**src/rtl/logIP_pkg.sv**
```systemverilog
// Shared constants and state encoding for the logIP host-link transmitter.
package logIP_pkg;

    // Default UART bit period in system clocks.
    localparam int UART_CLKS_PER_BIT = 20;

    // Sample word width and the number of 8-bit channel groups it holds.
    localparam int SAMPLE_W = 32;
    localparam int N_GROUPS = SAMPLE_W / 8;

    // 8N1 frame phases.
    typedef enum logic [1:0] {
        IDLE,
        START,
        DATA,
        STOP
    } tx_state_e;

endpackage

```
**src/rtl/sump_sample_tx_if.sv**
```systemverilog
// Sample-word handshake between the capture readout (master) and the
// transmit serializer (slave). A word moves on a cycle with stb && rdy.
interface sump_sample_tx_if #(
    parameter int WORD_W = logIP_pkg::SAMPLE_W
);

    logic [WORD_W-1:0]   data;  // byte k belongs to channel group k
    logic [WORD_W/8-1:0] mask;  // 1 = transmit that group's byte
    logic                stb;   // word valid
    logic                rdy;   // serializer can take a word

    modport master (output data, mask, stb, input rdy);
    modport slave  (input data, mask, stb, output rdy);

endinterface

```
**src/rtl/uart_tx8.sv**
```systemverilog
// Single-byte 8N1 transmitter. A byte offered with stb_i while rdy_o is high
// starts its start bit on the next cycle. rdy_o is also high during the last
// stop-bit cycle, so a caller can chain frames with no idle gap between them.
module uart_tx8
    import logIP_pkg::*;
#(
    parameter int CLKS_PER_BIT = UART_CLKS_PER_BIT  // must be >= 2
) (
    input  logic       clk_i,
    input  logic       rst_in,
    input  logic [7:0] byte_i,
    input  logic       stb_i,
    output logic       rdy_o,
    output logic       tx_o,
    output logic       busy_o
);

    localparam int               CNT_W    = $clog2(CLKS_PER_BIT);
    localparam logic [CNT_W-1:0] CNT_LAST = CNT_W'(CLKS_PER_BIT - 1);
    localparam logic [CNT_W-1:0] CNT_ONE  = CNT_W'(1);

    tx_state_e        state_q;
    logic [CNT_W-1:0] baud_q;
    logic [2:0]       bit_q;
    logic [7:0]       byte_q;
    logic             tx_q;
    logic             baud_wrap;

    assign baud_wrap = (baud_q == CNT_LAST);
    assign rdy_o     = (state_q == IDLE) || ((state_q == STOP) && baud_wrap);
    assign busy_o    = (state_q != IDLE);
    assign tx_o      = tx_q;

    // Frame sequencer: phase, baud and bit counters, and the registered line.
    // NOTE: non-blocking assignments so every branch reads pre-edge state;
    // blocking ones here would let a later line see an already-updated counter.
    always_ff @(posedge clk_i or negedge rst_in) begin
        if (!rst_in) begin
            state_q <= IDLE;
            baud_q  <= '0;
            bit_q   <= '0;
            byte_q  <= '0;
            tx_q    <= 1'b1;
        end else begin
            case (state_q)
                IDLE: begin
                    if (stb_i) begin
                        state_q <= START;
                        byte_q  <= byte_i;
                        baud_q  <= '0;
                        tx_q    <= 1'b0;
                    end
                end
                START: begin
                    if (baud_wrap) begin
                        state_q <= DATA;
                        baud_q  <= '0;
                        bit_q   <= '0;
                        tx_q    <= byte_q[0];
                    end else begin
                        baud_q <= baud_q + CNT_ONE;
                    end
                end
                DATA: begin
                    if (baud_wrap) begin
                        baud_q <= '0;
                        if (bit_q == 3'd7) begin
                            state_q <= STOP;
                            tx_q    <= 1'b1;
                        end else begin
                            bit_q <= bit_q + 3'd1;
                            tx_q  <= byte_q[bit_q + 3'd1];
                        end
                    end else begin
                        baud_q <= baud_q + CNT_ONE;
                    end
                end
                STOP: begin
                    if (baud_wrap) begin
                        baud_q <= '0;
                        // Chain straight into the next start bit when offered.
                        if (stb_i) begin
                            state_q <= START;
                            byte_q  <= byte_i;
                            tx_q    <= 1'b0;
                        end else begin
                            state_q <= IDLE;
                        end
                    end else begin
                        baud_q <= baud_q + CNT_ONE;
                    end
                end
                default: state_q <= IDLE;
            endcase
        end
    end

endmodule

```
**src/rtl/sump_sample_tx.sv**
```systemverilog
// Sample-word serializer for the host link. Latches a sample word and its
// group mask, then sends each enabled byte (lowest group first) as a UART
// frame through uart_tx8, back to back. An all-zero mask drops the word.
module sump_sample_tx
    import logIP_pkg::*;
#(
    parameter int CLKS_PER_BIT = UART_CLKS_PER_BIT,  // must be >= 2
    parameter int WORD_W       = SAMPLE_W            // multiple of 8
) (
    input  logic             clk_i,
    input  logic             rst_in,
    sump_sample_tx_if.slave  smp,
    output logic             tx_o,
    output logic             busy_o
);

    localparam int                N_GRP = WORD_W / 8;
    localparam int                IDX_W = (N_GRP > 1) ? $clog2(N_GRP) : 1;
    localparam logic [N_GRP-1:0]  ONE_M = N_GRP'(1);

    // Index of the lowest set bit; only used when the mask is nonzero.
    function automatic logic [IDX_W-1:0] lowest_set(input logic [N_GRP-1:0] m);
        lowest_set = '0;
        for (int k = N_GRP - 1; k >= 0; k--) begin
            if (m[k]) lowest_set = IDX_W'(k);
        end
    endfunction

    // Mask with its lowest set bit removed.
    function automatic logic [N_GRP-1:0] clear_lowest(input logic [N_GRP-1:0] m);
        clear_lowest = m & (m - ONE_M);
    endfunction

    logic [WORD_W-1:0]     data_q;   // latched sample word
    logic [N_GRP-1:0]      mask_q;   // groups still waiting to be sent
    logic                  rdy_q;

    logic                  accept;
    logic                  uart_rdy;
    logic                  uart_stb;
    logic [7:0]            uart_byte;
    logic [N_GRP-1:0]      src_mask;
    logic [N_GRP-1:0][7:0] src_lanes;
    logic [IDX_W-1:0]      byte_idx;

    assign accept  = smp.stb && rdy_q;
    assign smp.rdy = rdy_q;

    // Byte selection: on acceptance the lowest enabled lane of the incoming
    // word feeds the transmitter directly, afterwards the lowest pending lane.
    // NOTE: every output gets a value on every path, so no latch is inferred.
    always_comb begin
        src_mask  = rdy_q ? smp.mask : mask_q;
        src_lanes = rdy_q ? smp.data : data_q;
        byte_idx  = lowest_set(src_mask);
        uart_byte = src_lanes[byte_idx];
        uart_stb  = accept ? (|smp.mask) : (!rdy_q && uart_rdy && (|mask_q));
    end

    // Word latch and byte sequencing; rdy_q rises once the last frame's final
    // stop-bit cycle ends (or one cycle after a dropped all-zero word).
    always_ff @(posedge clk_i or negedge rst_in) begin
        if (!rst_in) begin
            data_q <= '0;
            mask_q <= '0;
            rdy_q  <= 1'b1;
        end else if (accept) begin
            data_q <= smp.data;
            mask_q <= clear_lowest(smp.mask);
            rdy_q  <= 1'b0;
        end else if (!rdy_q && uart_rdy) begin
            if (|mask_q) begin
                mask_q <= clear_lowest(mask_q);
            end else begin
                rdy_q <= 1'b1;
            end
        end
    end

    uart_tx8 #(
        .CLKS_PER_BIT (CLKS_PER_BIT)
    ) u_uart_tx8 (
        .clk_i  (clk_i),
        .rst_in (rst_in),
        .byte_i (uart_byte),
        .stb_i  (uart_stb),
        .rdy_o  (uart_rdy),
        .tx_o   (tx_o),
        .busy_o (busy_o)
    );

endmodule

```
**src/flat_wrapper.sv**
```systemverilog
// flat-port wrapper written by rule: the top's interface ports become plain ports
module sump_sample_tx_flat import logIP_pkg::*;
#(
    parameter int CLKS_PER_BIT = UART_CLKS_PER_BIT,                 
    parameter int WORD_W       = SAMPLE_W                            
)
  (clk_i, rst_in, tx_o, busy_o, smp_data, smp_mask, smp_stb, smp_rdy);
  sump_sample_tx_if #(.WORD_W(WORD_W)) smp_i ();
  input  logic clk_i;
  input  logic rst_in;
  output logic tx_o;
  output logic busy_o;
  input wire logic [$bits(smp_i.data)-1:0] smp_data;
  input wire logic [$bits(smp_i.mask)-1:0] smp_mask;
  input wire logic [$bits(smp_i.stb)-1:0] smp_stb;
  output wire logic [$bits(smp_i.rdy)-1:0] smp_rdy;
  assign smp_i.data = smp_data;
  assign smp_i.mask = smp_mask;
  assign smp_i.stb = smp_stb;
  assign smp_rdy = smp_i.rdy;
  sump_sample_tx #(.CLKS_PER_BIT(CLKS_PER_BIT), .WORD_W(WORD_W)) u_core (.clk_i(clk_i), .rst_in(rst_in), .smp(smp_i), .tx_o(tx_o), .busy_o(busy_o));
endmodule
```
**config.mk**
```make
export PLATFORM = sky130hd
export DESIGN_NAME = sump_sample_tx_flat
export DESIGN_NICKNAME = d
export VERILOG_FILES = /design/src/rtl/logIP_pkg.sv /design/src/rtl/sump_sample_tx_if.sv /design/src/rtl/uart_tx8.sv /design/src/rtl/sump_sample_tx.sv /design/src/flat_wrapper.sv
export SDC_FILE = /design/constraint.sdc
export NUM_CORES = 1
export LEC_CHECK = 0
export BUFFER_PORTS_ARGS = -buffer_cell sky130_fd_sc_hd__buf_2
export CAP_MARGIN = 15
export CELL_PAD_IN_SITES_DETAIL_PLACEMENT = 0
export CELL_PAD_IN_SITES_GLOBAL_PLACEMENT = 1
export CORE_ASPECT_RATIO = 2
export CORE_MARGIN = 3
export CORE_UTILIZATION = 30
export DETAILED_ROUTE_END_ITERATION = 10
export PLACE_DENSITY = 0.7
export SLEW_MARGIN = 0
export SYNTH_ARGS = -nofsm -noshare
export SYNTH_HDL_FRONTEND = slang
export SYNTH_HIERARCHICAL = 1
export SYNTH_SLANG_ARGS = --single-unit
```
**constraint.sdc**
```tcl
create_clock -name clk_i -period 2.3 [get_ports clk_i]
set_input_delay 0.23 -clock clk_i [delete_from_list [all_inputs] [get_ports clk_i]]
set_output_delay 0.23 -clock clk_i [all_outputs]
set_load 0.02 [all_outputs]
```
==> metrics.md <==
| Metric | Value |
|---|---|
| Clock H-tree levels | 2 |
| Synth Cell Area | 3060 sq um |
| Die width | 77.4 um |
| # diodes | 0 |
| Longest Clk Path Bufs | 2 |
| Hold Path Origin | smp_stb |
| CP Launch Type | register |
| Hold Crit Class | primary input to register |
| Post-route ant nets | 0 |
| Die Area | 11500 sq um |
| IO Pins | 42 |
| Slew HR | 59.6% |
| Max Cap Viol | 0 |
| Finished Layout Cells | 439 |
| Setup WS pre-CTS | 0.0377 ns |
| Critical path's slowest cell | dfrtp_1 |
| Worst R2R End | u_core/u_uart_tx8/byte_q[3]$_DFFE_PN0P_ |
| Post-route minimum period | 2.17 ns |
| Crit-path max FO | 8 |
| WS Path Type | register to register |
| FILL cells | 1012 |
| Yosys reg bits | 55 |
| Dpl cell area | 3480 sq um |
| Vias in the first global route | 2505 |
| Pre-Repair DR Iteration Count | 4 |
| Input/output buffers | 41 |
| Vias | 2234 |
| Wire per inst | 16.5 um |
| GRT Resource Usage Total | 13.2% |
| DRC | 0 |
| Setup_tns | 0 ns |
| Antenna violations before repair | 0 |
| Fraction of layout cells with a size suffix above 1 | 31.3% |
| Endpoint class of the critical path | register |
| Mapped Avg Cell Area | 12.0 sq um |
| Internal reg-to-reg setup slack | 0.13 ns |
| Cell area after layout | 3680 sq um |
| Clock Skews | 0.00773 ns |
| Unrepaired setup endpoints after global routing | no |
| Pwr Density | 593 nW/um^2 |
| Fmax | 461 MHz |
| Synth cell types | 48 |
| Layout area overhead | 20.1% |
| Synth async-reset ratio | 100% |
| CTS tree | built |
| HPWL Detailed | 5.71 mm |
| Post-synthesis cell count | 255 |
| Final period util | 94.3% |
| Final setup violating endpoints | 0 |
| Final hold viol count | 0 |
| Slew Viols, Final | 0 |
| Cell count of the worst reg-to-reg path | 8 |
| Clock latency on the worst-skew pair | 0.29 ns |
| Ys flop type | dfrtp_1 |
| DR iter-0 viols | 72 |
| Clk root buf | clkbuf_16 |
| Leakage | 1.53 nW |
| Via density | 5.09 |
| Required time worst endpoint | 2.47 ns |
| Measured slew at the worst slew-check pin | 0.601 ns |
| Site Rows | 51 |
| First-pass GRT wire length | 12.0 mm |
| Worst vdd ir | 0.350 mV |
| Initial core utilization | 31.1% |
| Die Y-Extent | 149 um |
| Mapped Nets | 302 |
| Core area | 9830 sq um |
| Largest net degree at the start of global routing | 37 |
| Crit path cell chain | ha_1 -> and4bb_1 -> nand2_2 -> nand2_2 -> nand2_2 -> o22ai_4 -> a21boi_4 -> mux2_2 |
| Gp weighted congestion | 0.774 |
| GRT Residual Overflow | 0 |
| Post-synth EDFFs | 0 |
| CP startpoint | u_core/u_uart_tx8/baud_q[1]$_DFFE_PN0P_ |
| Hold EP | u_core/smp.rdy$_DFFE_PN1P_ |
| NumNets Final | 353 |
| DRT Wirelength | 7.24 mm |
| Setup slack after layout | 0.130 ns |
| CP most frequent cell | nand2_2 |
| YS warnings | 6 |
| CTS buffer count | 5 |
| Sequential fraction of the synthesis area | 45.1% |
| R2r startpoint | u_core/u_uart_tx8/baud_q[1]$_DFFE_PN0P_ |
| Worst Hold Path Cells | 2 |
| CP max stage delay | 0.39 ns |
| Outcome | finished clean |
| Placed cell count | 429 |
| Arr. time, crit path | 2.34 ns |
| Clk sinks | 55 |
| Worst-path clk slew | 0.07 ns |
-- synth_stat cells, types with 4 or more instances --
| cell type | count | area share [%] |
|---|---|---|
| dfrtp_1 | 53 | 43 |
| mux2_1 | 31 | 11 |
| o211ai_1 | 17 | 4.2 |
| mux2i_1 | 13 | 4.3 |
| nand2_1 | 11 | 1.3 |
| mux2_2 | 10 | 3.7 |
| o21ai_0 | 10 | 1.6 |
| a221o_1 | 8 | 2.6 |
| a22oi_1 | 8 | 2.0 |
| ha_1 | 8 | 3.3 |
| mux2_4 | 8 | 3.9 |
| clkbuf_1 | 6 | 0.74 |
| inv_1 | 6 | 0.74 |
| buf_2 | 5 | 0.82 |
| a21oi_1 | 4 | 0.65 |
| a22o_1 | 4 | 1.1 |
| nand3_1 | 4 | 0.65 |
| nor2_1 | 4 | 0.49 |
| nor3_1 | 4 | 0.65 |
-- per-stage QoR --
stage	total power [W]	hold slack (ns)	utilization [%]
after floorplan	0.00127	-0.0656	-
after global placement	0.00140	0.201	35.5
after detailed placement	0.00141	0.201	35.5
after CTS	0.00221	0.133	37.2
after global routing	0.00227	0.148	37.4
final	0.00218	0.133	37.4
-- power breakdown --
| part | internal, W | switching [W] | total [W] |
|---|---|---|---|
| registers | 0.00104 | 0.0000379 | 0.00108 |
| logic | 0.000153 | 0.000154 | 0.000307 |
| clock network | 0.000464 | 0.000331 | 0.000795 |
| total | 0.00166 | 0.000523 | 0.00218 |
-- how the worst max path moves through the flow --
stage                                                         end  slack (ns)  cells after the start
after floorplan           u_core/u_uart_tx8/baud_q[3]$_DFFE_PN0P_        0.02                     11
after global placement    u_core/u_uart_tx8/byte_q[7]$_DFFE_PN0P_        0.12                      8
after detailed placement  u_core/u_uart_tx8/byte_q[1]$_DFFE_PN0P_        0.04                      8
after CTS                 u_core/u_uart_tx8/byte_q[3]$_DFFE_PN0P_        0.01                      8
after global routing      u_core/u_uart_tx8/byte_q[6]$_DFFE_PN0P_       0.002                      8
final                     u_core/u_uart_tx8/byte_q[3]$_DFFE_PN0P_        0.13                      8
-- layer usage --
metal / global-route usage [%] / share of wire, %
met1: 13.6 / 38
met2: 25.6 / 57
met3: 1.81 / 2.5
met4: 5.70 / 2.8
met5: 0 / 0
-- critical path: cells and delay by family (launching register included) --
family	cells	cell delay (ns)
AO/OA/AOI/OAI	2	0.58
AND/OR/NAND/NOR	4	0.53
multiplexers	1	0.37
adder cells (fa/ha/maj)	1	0.17
flip-flops	1	0.39
-- kinds of logic (layout without fill, tap and decap cells) --
group	Yosys count	count (layout)	synth area share [%]
AO/OA/AOI/OAI	70	70	17.0
multiplexers	63	63	24.0
flip-flops	55	55	45.1
AND/OR/NAND/NOR	38	38	7.36
buffers and inverters	21	73	3.27
adder cells (fa/ha/maj)	8	8	3.27
-- flip-flops by register name, summed over array words and instances, names as in the netlist --
| name | count |
|---|---|
| u_core/data_q | 32 |
| u_core/u_uart_tx8/byte_q | 8 |
| u_core/u_uart_tx8/baud_q | 5 |
| u_core/mask_q | 3 |
| u_core/u_uart_tx8/bit_q | 3 |
| u_core/u_uart_tx8/state_q | 2 |
| u_core/smp.rdy | 1 |
| u_core/u_uart_tx8/tx_o | 1 |
-- placed cells by master, fill, tap and decap left out, types with 10 or more instances in the layout --
master	Yosys	final
mux2_1	31	31
o211ai_1	17	17
mux2_2	10	10
o21ai_0	10	10
dfrtp_1	53	53
mux2i_1	13	13
buf_2	5	41
buf_4	0	14
-- what timing repair did --
| item | in CTS | in global routing |
|---|---|---|
| endpoints found under the hold margin | 15 | 0 |
| buffers inserted | 0 | 1 |
| hold buffers | 1 | 0 |
| resized for setup | 0 | 5 |
| endpoints found under the setup margin | 0 | 13 |
-- cell type report --
class | instances | area [sq um] | area share (%)
multi-input cells | 179 | 1610 | 43.7
well taps | 132 | 165 | 4.49
flip-flops and latches | 55 | 1380 | 37.5
repair buffers | 57 | 340 | 9.26
inverters | 8 | 30.0 | 0.817
clock buffers | 8 | 156 | 4.25
(Power assumes the default switching activity.)
